<file path="src/rtl/jtag_dr_ir_regs_if.sv">
// TAP-side strobe/serial bundle between the TAP state machine and the
// instruction/data register stage.
interface jtag_dr_ir_regs_if;
  logic tdi;
  logic cdr1, sdr1, udr1;
  logic cir1, sir1, uir1;
  logic tdo;
  logic tdo_en;

  // TAP controller side: drives strobes and serial input.
  modport master (
    output tdi, cdr1, sdr1, udr1, cir1, sir1, uir1,
    input  tdo, tdo_en
  );

  // Register stage side.
  modport slave (
    input  tdi, cdr1, sdr1, udr1, cir1, sir1, uir1,
    output tdo, tdo_en
  );
endinterface

</file>
<file path="src/rtl/jtag_dr_ir_regs.sv">
// JTAG instruction register plus BYPASS / IDCODE / USER data registers.
// Sits directly behind the TAP FSM and consumes its decoded strobes.
module jtag_dr_ir_regs #(
  parameter int                IR_W       = 4,
  parameter int                DR_W       = 8,
  parameter logic [31:0]       IDCODE_VAL = 32'h1234_5A5B,
  parameter logic [IR_W-1:0]   OP_IDCODE  = IR_W'(1),
  parameter logic [IR_W-1:0]   OP_USER    = IR_W'(2)
) (
  input  logic                 tck,
  input  logic                 trst,
  jtag_dr_ir_regs_if.slave     tap,
  input  logic [DR_W-1:0]      user_in,
  output logic [IR_W-1:0]      ir_q,
  output logic [DR_W-1:0]      user_out,
  output logic                 user_upd
);

  typedef enum logic [1:0] {
    SEL_BYP = 2'd0,
    SEL_ID  = 2'd1,
    SEL_USR = 2'd2
  } sel_e;

  logic [IR_W-1:0] ir_sr_q, ir_sr_d;
  logic [IR_W-1:0] ir_d;
  logic            byp_sr_q, byp_sr_d;
  logic [31:0]     id_sr_q, id_sr_d;
  logic [DR_W-1:0] usr_sr_q, usr_sr_d;
  logic [DR_W-1:0] user_out_q, user_out_d;
  logic            user_upd_q, user_upd_d;
  logic [DR_W-1:0] usr_shift;
  logic [IR_W-1:0] ir_shift;
  sel_e            sel;

  // DR select from the active instruction; BYPASS covers all-ones and
  // every unassigned code.
  always_comb begin
    sel = SEL_BYP;
    if (ir_q == OP_IDCODE)    sel = SEL_ID;
    else if (ir_q == OP_USER) sel = SEL_USR;
  end

  // Right-shift helpers written width-agnostic so DR_W = 1 still works.
  always_comb begin
    usr_shift           = usr_sr_q >> 1;
    usr_shift[DR_W-1]   = tap.tdi;
    ir_shift            = ir_sr_q >> 1;
    ir_shift[IR_W-1]    = tap.tdi;
  end

  // Next-state: capture > shift > update, independently for IR and DR paths.
  always_comb begin
    ir_sr_d    = ir_sr_q;
    ir_d       = ir_q;
    byp_sr_d   = byp_sr_q;
    id_sr_d    = id_sr_q;
    usr_sr_d   = usr_sr_q;
    user_out_d = user_out_q;
    user_upd_d = 1'b0;

    if (tap.cir1)      ir_sr_d = IR_W'(2'b01);
    else if (tap.sir1) ir_sr_d = ir_shift;
    else if (tap.uir1) ir_d    = ir_sr_q;

    unique case (sel)
      SEL_ID: begin
        if (tap.cdr1)      id_sr_d = IDCODE_VAL;
        else if (tap.sdr1) id_sr_d = {tap.tdi, id_sr_q[31:1]};
      end
      SEL_USR: begin
        if (tap.cdr1)      usr_sr_d = user_in;
        else if (tap.sdr1) usr_sr_d = usr_shift;
        else if (tap.udr1) begin
          user_out_d = usr_sr_q;
          user_upd_d = 1'b1;
        end
      end
      default: begin
        if (tap.cdr1)      byp_sr_d = 1'b0;
        else if (tap.sdr1) byp_sr_d = tap.tdi;
      end
    endcase
  end

  // State registers with synchronous reset; strobes in a reset cycle are dropped.
  always_ff @(posedge tck) begin
    if (trst) begin
      ir_sr_q    <= IR_W'(2'b01);
      ir_q       <= OP_IDCODE;
      byp_sr_q   <= 1'b0;
      id_sr_q    <= IDCODE_VAL;
      usr_sr_q   <= '0;
      user_out_q <= '0;
      user_upd_q <= 1'b0;
    end else begin
      ir_sr_q    <= ir_sr_d;
      ir_q       <= ir_d;
      byp_sr_q   <= byp_sr_d;
      id_sr_q    <= id_sr_d;
      usr_sr_q   <= usr_sr_d;
      user_out_q <= user_out_d;
      user_upd_q <= user_upd_d;
    end
  end

  // Serial output mux: IR path while shifting IR, else selected DR LSB.
  always_comb begin
    tap.tdo = byp_sr_q;
    if (tap.sir1) tap.tdo = ir_sr_q[0];
    else begin
      unique case (sel)
        SEL_ID:  tap.tdo = id_sr_q[0];
        SEL_USR: tap.tdo = usr_sr_q[0];
        default: tap.tdo = byp_sr_q;
      endcase
    end
    tap.tdo_en = tap.sir1 | tap.sdr1;
  end

  assign user_out = user_out_q;
  assign user_upd = user_upd_q;

endmodule

</file>
<file path="src/flat_wrapper.sv">
// flat-port wrapper written by rule: the top's interface ports become plain ports
module jtag_dr_ir_regs_flat 
#(
  parameter int                IR_W       = 4,
  parameter int                DR_W       = 8,
  parameter logic [31:0]       IDCODE_VAL = 32'h1234_5A5B,
  parameter logic [IR_W-1:0]   OP_IDCODE  = IR_W'(1),
  parameter logic [IR_W-1:0]   OP_USER    = IR_W'(2)
)
  (tck, trst, user_in, ir_q, user_out, user_upd, tap_tdi, tap_cdr1, tap_sdr1, tap_udr1, tap_cir1, tap_sir1, tap_uir1, tap_tdo, tap_tdo_en);
  jtag_dr_ir_regs_if tap_i ();
  input  logic tck;
  input  logic trst;
  input  logic [DR_W-1:0] user_in;
  output logic [IR_W-1:0] ir_q;
  output logic [DR_W-1:0] user_out;
  output logic user_upd;
  input wire logic [$bits(tap_i.tdi)-1:0] tap_tdi;
  input wire logic [$bits(tap_i.cdr1)-1:0] tap_cdr1;
  input wire logic [$bits(tap_i.sdr1)-1:0] tap_sdr1;
  input wire logic [$bits(tap_i.udr1)-1:0] tap_udr1;
  input wire logic [$bits(tap_i.cir1)-1:0] tap_cir1;
  input wire logic [$bits(tap_i.sir1)-1:0] tap_sir1;
  input wire logic [$bits(tap_i.uir1)-1:0] tap_uir1;
  output wire logic [$bits(tap_i.tdo)-1:0] tap_tdo;
  output wire logic [$bits(tap_i.tdo_en)-1:0] tap_tdo_en;
  assign tap_i.tdi = tap_tdi;
  assign tap_i.cdr1 = tap_cdr1;
  assign tap_i.sdr1 = tap_sdr1;
  assign tap_i.udr1 = tap_udr1;
  assign tap_i.cir1 = tap_cir1;
  assign tap_i.sir1 = tap_sir1;
  assign tap_i.uir1 = tap_uir1;
  assign tap_tdo = tap_i.tdo;
  assign tap_tdo_en = tap_i.tdo_en;
  jtag_dr_ir_regs #(.IR_W(IR_W), .DR_W(DR_W), .IDCODE_VAL(IDCODE_VAL), .OP_IDCODE(OP_IDCODE), .OP_USER(OP_USER)) u_core (.tck(tck), .trst(trst), .tap(tap_i), .user_in(user_in), .ir_q(ir_q), .user_out(user_out), .user_upd(user_upd));
endmodule
</file>
<file path="config.mk">
export PLATFORM = sky130hd
export DESIGN_NAME = jtag_dr_ir_regs_flat
export DESIGN_NICKNAME = d
export VERILOG_FILES = /design/src/rtl/jtag_dr_ir_regs_if.sv /design/src/rtl/jtag_dr_ir_regs.sv /design/src/flat_wrapper.sv
export SDC_FILE = /design/constraint.sdc
export NUM_CORES = 1
export LEC_CHECK = 0
export BUFFER_PORTS_ARGS = -buffer_cell sky130_fd_sc_hd__buf_2
export CORE_MARGIN = 2
export CORE_UTILIZATION = 50
export CTS_CLUSTER_DIAMETER = 120
export DETAILED_ROUTE_END_ITERATION = 12
export PLACE_DENSITY = 0.7
export SYNTH_ARGS = -nofsm -noshare
export SYNTH_HDL_FRONTEND = slang
export SYNTH_SLANG_ARGS = --single-unit
export TNS_END_PERCENT = 20
</file>
<file path="constraint.sdc">
create_clock -name tck -period 3.1 [get_ports tck]
set_input_delay 0.62 -clock tck [delete_from_list [all_inputs] [get_ports tck]]
set_output_delay 0.62 -clock tck [all_outputs]
set_load 0.01 [all_outputs]
</file>
== Word level (Yosys, flattened, before mapping) ==
Index checks and enable logic that the tools add are counted.
Operators by class
  eq/ne operators: 4
  multiplexer cells: 11
  bitwise operators: 7
  reduce and logical (&&, ||, !) cells: 9
Operators with widths (count)
  two-way mux 32 bit: 2
  two-way mux 8 bit: 2
  NOT 1 bit: 6
  AND reduction 2 bit: 3
  equality test 4 x 1 -> 1 bit, second input constant: 1
  equality test 4 x 2 -> 1 bit, second input constant: 1
  two-way mux 1 bit: 4
  two-way mux 2 bit: 2
  AND reduction 4 bit: 1
  OR reduction 2 bit: 2
  OR reduction 4 bit: 1
  AND reduction 3 bit: 1
  equality test 2 x 1 -> 1 bit, second input constant: 1
  equality test 2 bit, second input constant: 1
  one-hot mux 1 bit (2 select lines): 1
  nonzero test 2 bit: 1
  OR 1 bit: 1
Word-level totals
  register bits: 58
  input bits: 17
  output and inout port bits: 15
  word-level logic and storage cells: 38

== Longest topological paths before layout ==
Gate-level depths: netlist (run 1).
  depth in word-level cells: 7
  mapped depth: 6
  mapped depth without buffers: 3

== Worst setup path before layout (run 1) ==
No wires, ideal clock.
  path kind: input-to-output
  from: in tap_sdr1
  to: out tap_tdo_en
  arrival: 1.317 ns
  required time: 2.480 ns
  path slack: 1.163 ns
  stages on the path: 3
  buffers on the path: 2
  path through: clkbuf_1 -> clkbuf_1 -> or2_2
Between the ends
  cells in the longest elaborated chain, start to end: 1
RTL lines
  start, declared: RTL line flat_wrapper.sv:20  | input wire logic [$bits(tap_i.sdr1)-1:0] tap_sdr1;
  OR 1 bit: RTL line jtag_dr_ir_regs.sv:118  | tap.tdo_en = tap.sir1 | tap.sdr1;
  end, declared: RTL line flat_wrapper.sv:26  | output wire logic [$bits(tap_i.tdo_en)-1:0] tap_tdo_en;
Every way passes these cells.

== Worst setup path in the final report (run 1) ==
  from: reg u_core.ir_q[3]
  to: out tap_tdo
Between the ends
  cells in the longest elaborated chain, start to end: 6
  elaborated cells on any way between the ends: 8
  those cells by class: 4 x eq/ne; 4 x mux
RTL lines
  start, declared: RTL line jtag_dr_ir_regs.sv:14  | output logic [IR_W-1:0] ir_q,
  start signal, assigned: RTL line jtag_dr_ir_regs.sv:98  | ir_q <= ir_d;
  equality test 4 x 2 -> 1 bit: RTL line jtag_dr_ir_regs.sv:41  | else if (ir_q == OP_USER) sel = SEL_USR;
  two-way mux 2 bit: RTL line jtag_dr_ir_regs.sv:41
  two-way mux 2 bit *: RTL line jtag_dr_ir_regs.sv:40  | if (ir_q == OP_IDCODE) sel = SEL_ID;
  equality test 2 bit or equality test 2 x 1 -> 1 bit (tied branches): RTL line jtag_dr_ir_regs.sv:112  | unique case (sel)
  one-hot mux 1 bit (2 select lines) *: RTL line jtag_dr_ir_regs.sv:112
  two-way mux 1 bit *: RTL line jtag_dr_ir_regs.sv:110  | if (tap.sir1) tap.tdo = ir_sr_q[0];
  end, declared: RTL line flat_wrapper.sv:25  | output wire logic [$bits(tap_i.tdo)-1:0] tap_tdo;
Every way passes the cells marked *; elsewhere a longest branch is shown, timed or not.

==> results.json, run 1 <==
{
  "hold_viol": 0,
  "cp.required_ps": 2480,
  "fin_crit_sh": 0.7621,
  "synth_edf_count": 0,
  "relSlewSlack": 0.4627,
  "synth_mux_area_frac": 0.05398,
  "io_pins": 32,
  "maxClockFrequency_mhz": 423.3,
  "hp-class": "flip-flop to flip-flop",
  "final.setup.tns_ps": 0,
  "critPathMaxFanout": 17,
  "antennaDiodeCount": 0,
  "crit_path_cell_trace": "nor4b_4, buf_4, a221oi_1, a21oi_1, buf_2",
  "clkTransAtPathRegs_ps": 60,
  "rsz0062_at_grt": "no",
  "max_stage_delay_ps": 560,
  "wl_met1_mm": 2.665,
  "cts_resized": 0,
  "max_slew.worst_pin.slew_ps": 805.9,
  "synth_top_family_by_area": "compound AO/OA/AOI/OAI gates",
  "netlist_top_cells_count": "dfxtp_1 (58), a21oi_1 (50), o21ai_0 (27), clkbuf_1 (17), nand4b_1 (17)",
  "cts_tree": "yes",
  "timing.hold.ws_ps": 472.2,
  "die_w_um": 76.06,
  "vdd_drop_max_mv": 0.2764,
  "start_util": 0.5116,
  "nFillCells": 502,
  "port_buffers": 31,
  "synthSimpleGateAreaFrac": 0.2072,
  "worst_setup_path_end_kind": "output port",
  "cp_num_buf_inv": 2,
  "grt_pass1_vias": 2046,
  "synth_fp_nets": 291,
  "stdcell_count": 365,
  "synth_top_cell_area_share": 0.4472,
  "min_period_ps": 2363,
  "synthDistinctLibCells": 35,
  "grt_max_degree": 48,
  "vias": 2141,
  "ant_nets": 0,
  "grt_pass1_wl_mm": 9.597,
  "ys_ff_latch": 58,
  "grt-ovfl-total": 0,
  "async_reset_ff_frac": 0,
  "syn2layout_area_growth_pct": 12.63,
  "ys.flop_type": "dfxtp_1",
  "first_pass_iters": 4,
  "row_count": 26,
  "placed_cells": 349,
  "synth_fa_ha_area_frac": 0,
  "syn-instance-count": 274,
  "slowest_stage": "dfxtp_1",
  "numCtsBuffers": 9,
  "syn-mean-instance-area_um2": 9.475,
  "met2WireLength_mm": 2.600,
  "yosysMostFrequentCell": "dfxtp_1",
  "gp_congestion": 0.7335,
  "drive_gt1_frac": 0.2373,
  "p_per_area_nw_per_um2": 530.8,
  "drv_cap": 0,
  "clock_latency_ps": 330,
  "initialDrtViolationCount": 132,
  "critPathLaunchType": "flip-flop",
  "yosysSeqAreaShare": 0.4472,
  "grt.total_usage": 0.2044,
  "dp_hpwl_mm": 3.367,
  "crit_type": "flip-flop to output port",
  "yosysTopAreaCell": "dfxtp_1",
  "wl_met3_um": 277,
  "setup_viol": 0,
  "routedWlPerCell_um": 15.64,
  "cp_top_family": "flip-flops",
  "final_nets": 307,
  "synth_area_leaders": "dfxtp_1 (45%), a21oi_1 (9.6%), nand4b_1 (5.7%)",
  "netlist_area_um2": 2596,
  "status": "finished clean",
  "cts.sinks": 58,
  "p_leak_nw": 1.071,
  "htreeDepth": 3,
  "cts_setup_buffers": 0,
  "die_area_um2": 5785,
  "synth_compound_area_frac": 0.2289,
  "crit_arrival_ps": 1740,
  "core-area_um2": 5075,
  "cts-root-buf": "clkbuf_8",
  "yosys_warnings": 0,
  "die_h_um": 76.06,
  "clockBufferDepth": 2,
  "antenna_found_initial": 0,
  "drv_slew": 0,
  "hold_buffers": 0,
  "synthXorXnorAreaFrac": 0.003373,
  "wirelength_mm": 5.707,
  "top_layer_used": "met4",
  "fin_skew_ps": 5.631,
  "drc": 0,
  "viasPerCell": 5.866
}
==> final timing paths <==
path	start	end	slack [ps]	cells past startpoint
max	u_core.ir_q[3]$_SDFFE_PP0P_	tap_tdo	740	5
min	u_core.id_sr_q[22]$_SDFFE_PP0P_	u_core.id_sr_q[22]$_SDFFE_PP0P_	470	2
min reg2reg	u_core.id_sr_q[22]$_SDFFE_PP0P_	u_core.id_sr_q[22]$_SDFFE_PP0P_	470	2
max reg2reg	u_core.ir_q[3]$_SDFFE_PP0P_	u_core.id_sr_q[20]$_SDFFE_PP1P_	1320	4
==> where the power goes <==
group,switching [mW],internal [mW]
clock,0.282,0.353
combinational,0.0815,0.0541
sequential,0.0138,0.767
total,0.378,1.17
==> cells in the final DEF, fill, tap and decap left out, drive strengths merged, types with 4 or more instances in the layout <==
master,n
clkbuf,14
buf,37
dfxtp,58
a21oi,50
o21bai,14
nor2b,4
nor4,14
nand4b,17
o21ai,27
nand3,9
nor3,4
mux2i,14
a211oi,8
nor2,6
==> cell type report <==
| class | instances | area [um^2] | area share |
|---|---|---|---|
| clock inverter | 2 | 10.01 | 0.003423 |
| clock buffer | 14 | 172.7 | 0.05905 |
| timing repair buffer | 37 | 200.2 | 0.06846 |
| tap | 70 | 87.58 | 0.02995 |
| multi-input combinational | 184 | 1292 | 0.4420 |
| sequential | 58 | 1161 | 0.3971 |
==> sequential cells by signal (all words and copies together), names as in the netlist <==
register         flops
u_core.ir_q          4
u_core.user_upd      1
u_core.ir_sr_q       4
u_core.id_sr_q      32
u_core.user_out      8
u_core.usr_sr_q      8
u_core.byp_sr_q      1
==> metal layers <==
layer	vias up	GRT usage
li1	1057	-
met1	1025	0.2641
met2	48	0.3170
met3	11	0.05924
met4	0	0.09455
met5	-	0
==> per-stage QoR <==
step | utilization | total power [mW] | area [um^2] | setup WS (ps)
6_report | 0.5762 | 1.552 | 2924 | 737.4
2_1_floorplan | - | 0.8998 | 2596 | 1163
3_5_place_dp | 0.5402 | 0.9327 | 2741 | 968.0
4_1_cts | 0.5762 | 1.569 | 2924 | 723.5
5_1_grt | 0.5762 | 1.614 | 2924 | 634.6
3_3_place_gp | 0.5402 | 0.9310 | 2741 | 1079
==> worst reg2reg max path: cells and delay by family (launching register included) <==
| family | cells | cell delay [ps] |
|---|---|---|
| AOI/OAI and AO/OA | 1 | 90 |
| buffers and inverters | 1 | 260 |
| DFF | 1 | 430 |
| and+or+nand+nor | 2 | 890 |
==> cells by family (layout without fill, tap and decap cells) <==
kind of cell              count (synthesis)  count (layout)
buffers and inverters                    32              53
DFF                                      58              58
AOI/OAI and AO/OA                       104             104
xor gates and xnor gates                  1               1
and+or+nand+nor                          65              65
muxes                                    14              14
Note: power is estimated with default switching activity, not from simulation.
==> run 2, diff against run 1 <==
--- a/config.mk
+++ b/config.mk
@@ -5,12 +5,13 @@
 export SDC_FILE = /design/constraint.sdc
 export NUM_CORES = 1
 export LEC_CHECK = 0
+export ABC_AREA = 1
 export BUFFER_PORTS_ARGS = -buffer_cell sky130_fd_sc_hd__buf_2
 export CORE_MARGIN = 2
 export CORE_UTILIZATION = 50
 export CTS_CLUSTER_DIAMETER = 120
 export DETAILED_ROUTE_END_ITERATION = 12
-export PLACE_DENSITY = 0.7
+export PLACE_DENSITY = 0.74
 export SYNTH_ARGS = -nofsm -noshare
 export SYNTH_HDL_FRONTEND = slang
 export SYNTH_SLANG_ARGS = --single-unit
==> constraint.sdc (replaced) <==
create_clock -name tck -period 2 [get_ports tck]
set_input_delay 0.4 -clock tck [delete_from_list [all_inputs] [get_ports tck]]
set_output_delay 0.4 -clock tck [all_outputs]
set_load 0.01 [all_outputs]
==> results.json, run 2 <==
{
  "vias": 2143,
  "vdd_drop_max_mv": 0.4761,
  "synth_edf_count": 0,
  "p_leak_nw": 1.315,
  "initialDrtViolationCount": 153,
  "multiInputGateArea_um2": 1046,
  "post-place-ws_ps": 423.4,
  "seqPwrFrac": 0.478,
  "max_stage_delay_ps": 370,
  "die_h_um": 73.01,
  "core-area_um2": 4661,
  "cts-root-buf": "clkbuf_8",
  "ant_nets": 0,
  "grt_pass1_vias": 1817,
  "rsz0062_at_grt": "no",
  "fin_area_um2": 2753,
  "cp_num_buf_inv": 2,
  "min_period_ps": 1863,
  "hp-class": "input pin to flip-flop",
  "yosysTopAreaCell": "dfxtp_1",
  "yosysMostFrequentCell": "nand2_1",
  "clockBufferDepth": 2,
  "final_cell_mix": "nand2_1 (116), dfxtp_1 (58), nor2_1 (47)",
  "clock_latency_ps": 330,
  "synth_fp_nets": 359,
  "grt-ovfl-total": 0,
  "hold_viol": 0,
  "switching_share": 0.2570,
  "status": "finished clean",
  "critPathMaxFanout": 4,
  "drive_gt1_frac": 0.1627,
  "yosys_warnings": 0,
  "slowest_stage": "dfxtp_1",
  "die_w_um": 73.01,
  "synth_area_leaders": "dfxtp_1 (49%), nand2_1 (18%), nor2_1 (7.4%)",
  "power.share.clock": 0.397,
  "critPathLaunchType": "flip-flop",
  "cts.sinks": 58,
  "crit_type": "flip-flop to output port",
  "synthDistinctLibCells": 21,
  "grt_max_degree": 31,
  "place_area_um2": 2559,
  "ys_ff_latch": 58,
  "clkTransAtPathRegs_ps": 60,
  "drv_slew": 0,
  "htreeDepth": 3,
  "dp_hpwl_mm": 3.051,
  "row_count": 25,
  "start_util": 0.5109,
  "wirelength_mm": 4.757,
  "max_slew.worst_pin.slew_ps": 459.1,
  "layout_commonest_cell": "nand2_1",
  "cts_tree": "yes",
  "p_int_mw": 1.978,
  "syn-instance-count": 342,
  "drv_cap": 0,
  "worst_slack_ps": 137.2,
  "register_area_um2": 1161,
  "largest_reg_flops": 32,
  "maxClockFrequency_mhz": 536.8,
  "p_sw_mw": 0.6843,
  "worst_path_most_repeated_cell": "nor2_1",
  "netlist_top_cells_count": "nand2_1 (117), dfxtp_1 (58), nor2_1 (47), a21oi_1 (31), inv_1 (24)",
  "power_frac_comb": 0.125,
  "port_buffers": 31,
  "syn-mean-instance-area_um2": 6.962,
  "syn2layout_area_growth_pct": 15.61,
  "worst_setup_path_end_kind": "output port",
  "numCtsBuffers": 9,
  "timing.hold.ws_ps": 324.2,
  "top_register": "u_core.id_sr_q",
  "final.setup.tns_ps": 0,
  "cp_top_family": "simple AND/OR/NAND/NOR gates",
  "p_per_area_nw_per_um2": 967.3,
  "nFillCells": 451,
  "io_pins": 32,
  "netlist_area_um2": 2381,
  "synth_top_cell_area_share": 0.4877,
  "relSlewSlack": 0.6939,
  "gp_congestion": 0.8171,
  "final_nets": 389,
  "drc": 0,
  "antenna_found_initial": 0,
  "antennaDiodeCount": 0,
  "grt.total_usage": 0.1865,
  "routedWlPerCell_um": 11.09,
  "async_reset_ff_frac": 0,
  "first_pass_iters": 4,
  "yosysSeqAreaShare": 0.4877,
  "setup_viol": 0,
  "die_area_um2": 5330,
  "viasPerCell": 4.995,
  "fin_skew_ps": 4.972,
  "grt_pass1_wl_mm": 7.707,
  "ys.flop_type": "dfxtp_1",
  "cp.required_ps": 1600,
  "crit_path_cell_trace": "inv_1, nor2_2, nand2_2, nand2_1, nor2_1, nor2_1, nor2_1, buf_2",
  "power_mw": 2.663,
  "fin_crit_sh": 0.9314,
  "crit_arrival_ps": 1460
}
==> run 2: final timing paths <==
check	from	slack, ps	to	depth (start not counted)
worst max-delay path	u_core.ir_q[1]$_SDFFE_PP0P_	140	tap_tdo	8
worst min-delay path	tap_sir1	320	u_core.ir_sr_q[1]$_SDFFE_PP0P_	2
worst max register to register	u_core.ir_q[0]$_SDFFE_PP1P_	480	u_core.id_sr_q[5]$_SDFFE_PP0P_	7
worst min register to register	u_core.id_sr_q[20]$_SDFFE_PP1P_	460	u_core.id_sr_q[20]$_SDFFE_PP1P_	2
==> run 2: power by group through the flow <==
stage,logic [mW],clock network [mW],registers (mW)
2_1_floorplan,0.264,0,1.29
3_3_place_gp,0.326,0,1.30
3_5_place_dp,0.331,0,1.30
4_1_cts,0.333,1.07,1.27
5_1_grt,0.379,1.13,1.28
6_report,0.332,1.06,1.27
==> run 2: layout make-up <==
class | instances | area share
well taps | 54 | 0.02455
clock buffers | 11 | 0.05500
clock inverters | 3 | 0.01455
multi-input cells | 241 | 0.3800
inverters | 27 | 0.03682
flip-flops and latches | 58 | 0.4218
repair buffers | 35 | 0.06727
==> run 2: worst reg2reg max path, stage by stage, from the launching register on <==
cell and delay [ps]:
dfxtp_1 360, inv_1 80, nor2_2 170, nand3_4 190, inv_2 380, nand2_1 100, nand2_1 80, nor2_1 40
==> run 2: repair_timing <==
item	4_1_cts	5_1_grt
gates resized for setup	0	1
endpoints found under the setup margin	0	1
hold buffers	0	0
buffers inserted	0	0
hold endpoints to repair	0	0
==> run 2: kinds of logic (layout without fill, tap and decap cells) <==
kind of cell           after synthesis  after routing  share of synthesized area
AND/OR/NAND/NOR                    179            179                     0.3053
AO/OA/AOI/OAI                       62             62                     0.1330
flip-flops                          58             58                     0.4876
buffers and inverters               43             76                    0.07409
==> run 2: metrics by stage <==
| step | std cells | utilization |
|---|---|---|
| 5_1_grt | 429 | 0.5906 |
| 2_1_floorplan | 342 | - |
| 4_1_cts | 429 | 0.5901 |
| 3_3_place_gp | 415 | 0.5490 |
| 6_report | 429 | 0.5906 |
| 3_5_place_dp | 415 | 0.5490 |
==> run 2: routing by layer <==
layer / routed length, um / vias to the layer above / share of wire / global-route usage
li1: - / 1126 / - / -
met1: 2256 / 964 / 0.47 / 0.2316
met2: 2202 / 44 / 0.46 / 0.2953
met3: 200 / 9 / 0.042 / 0.04696
met4: 97 / 0 / 0.020 / 0.1008
met5: 0 / - / 0 / 0
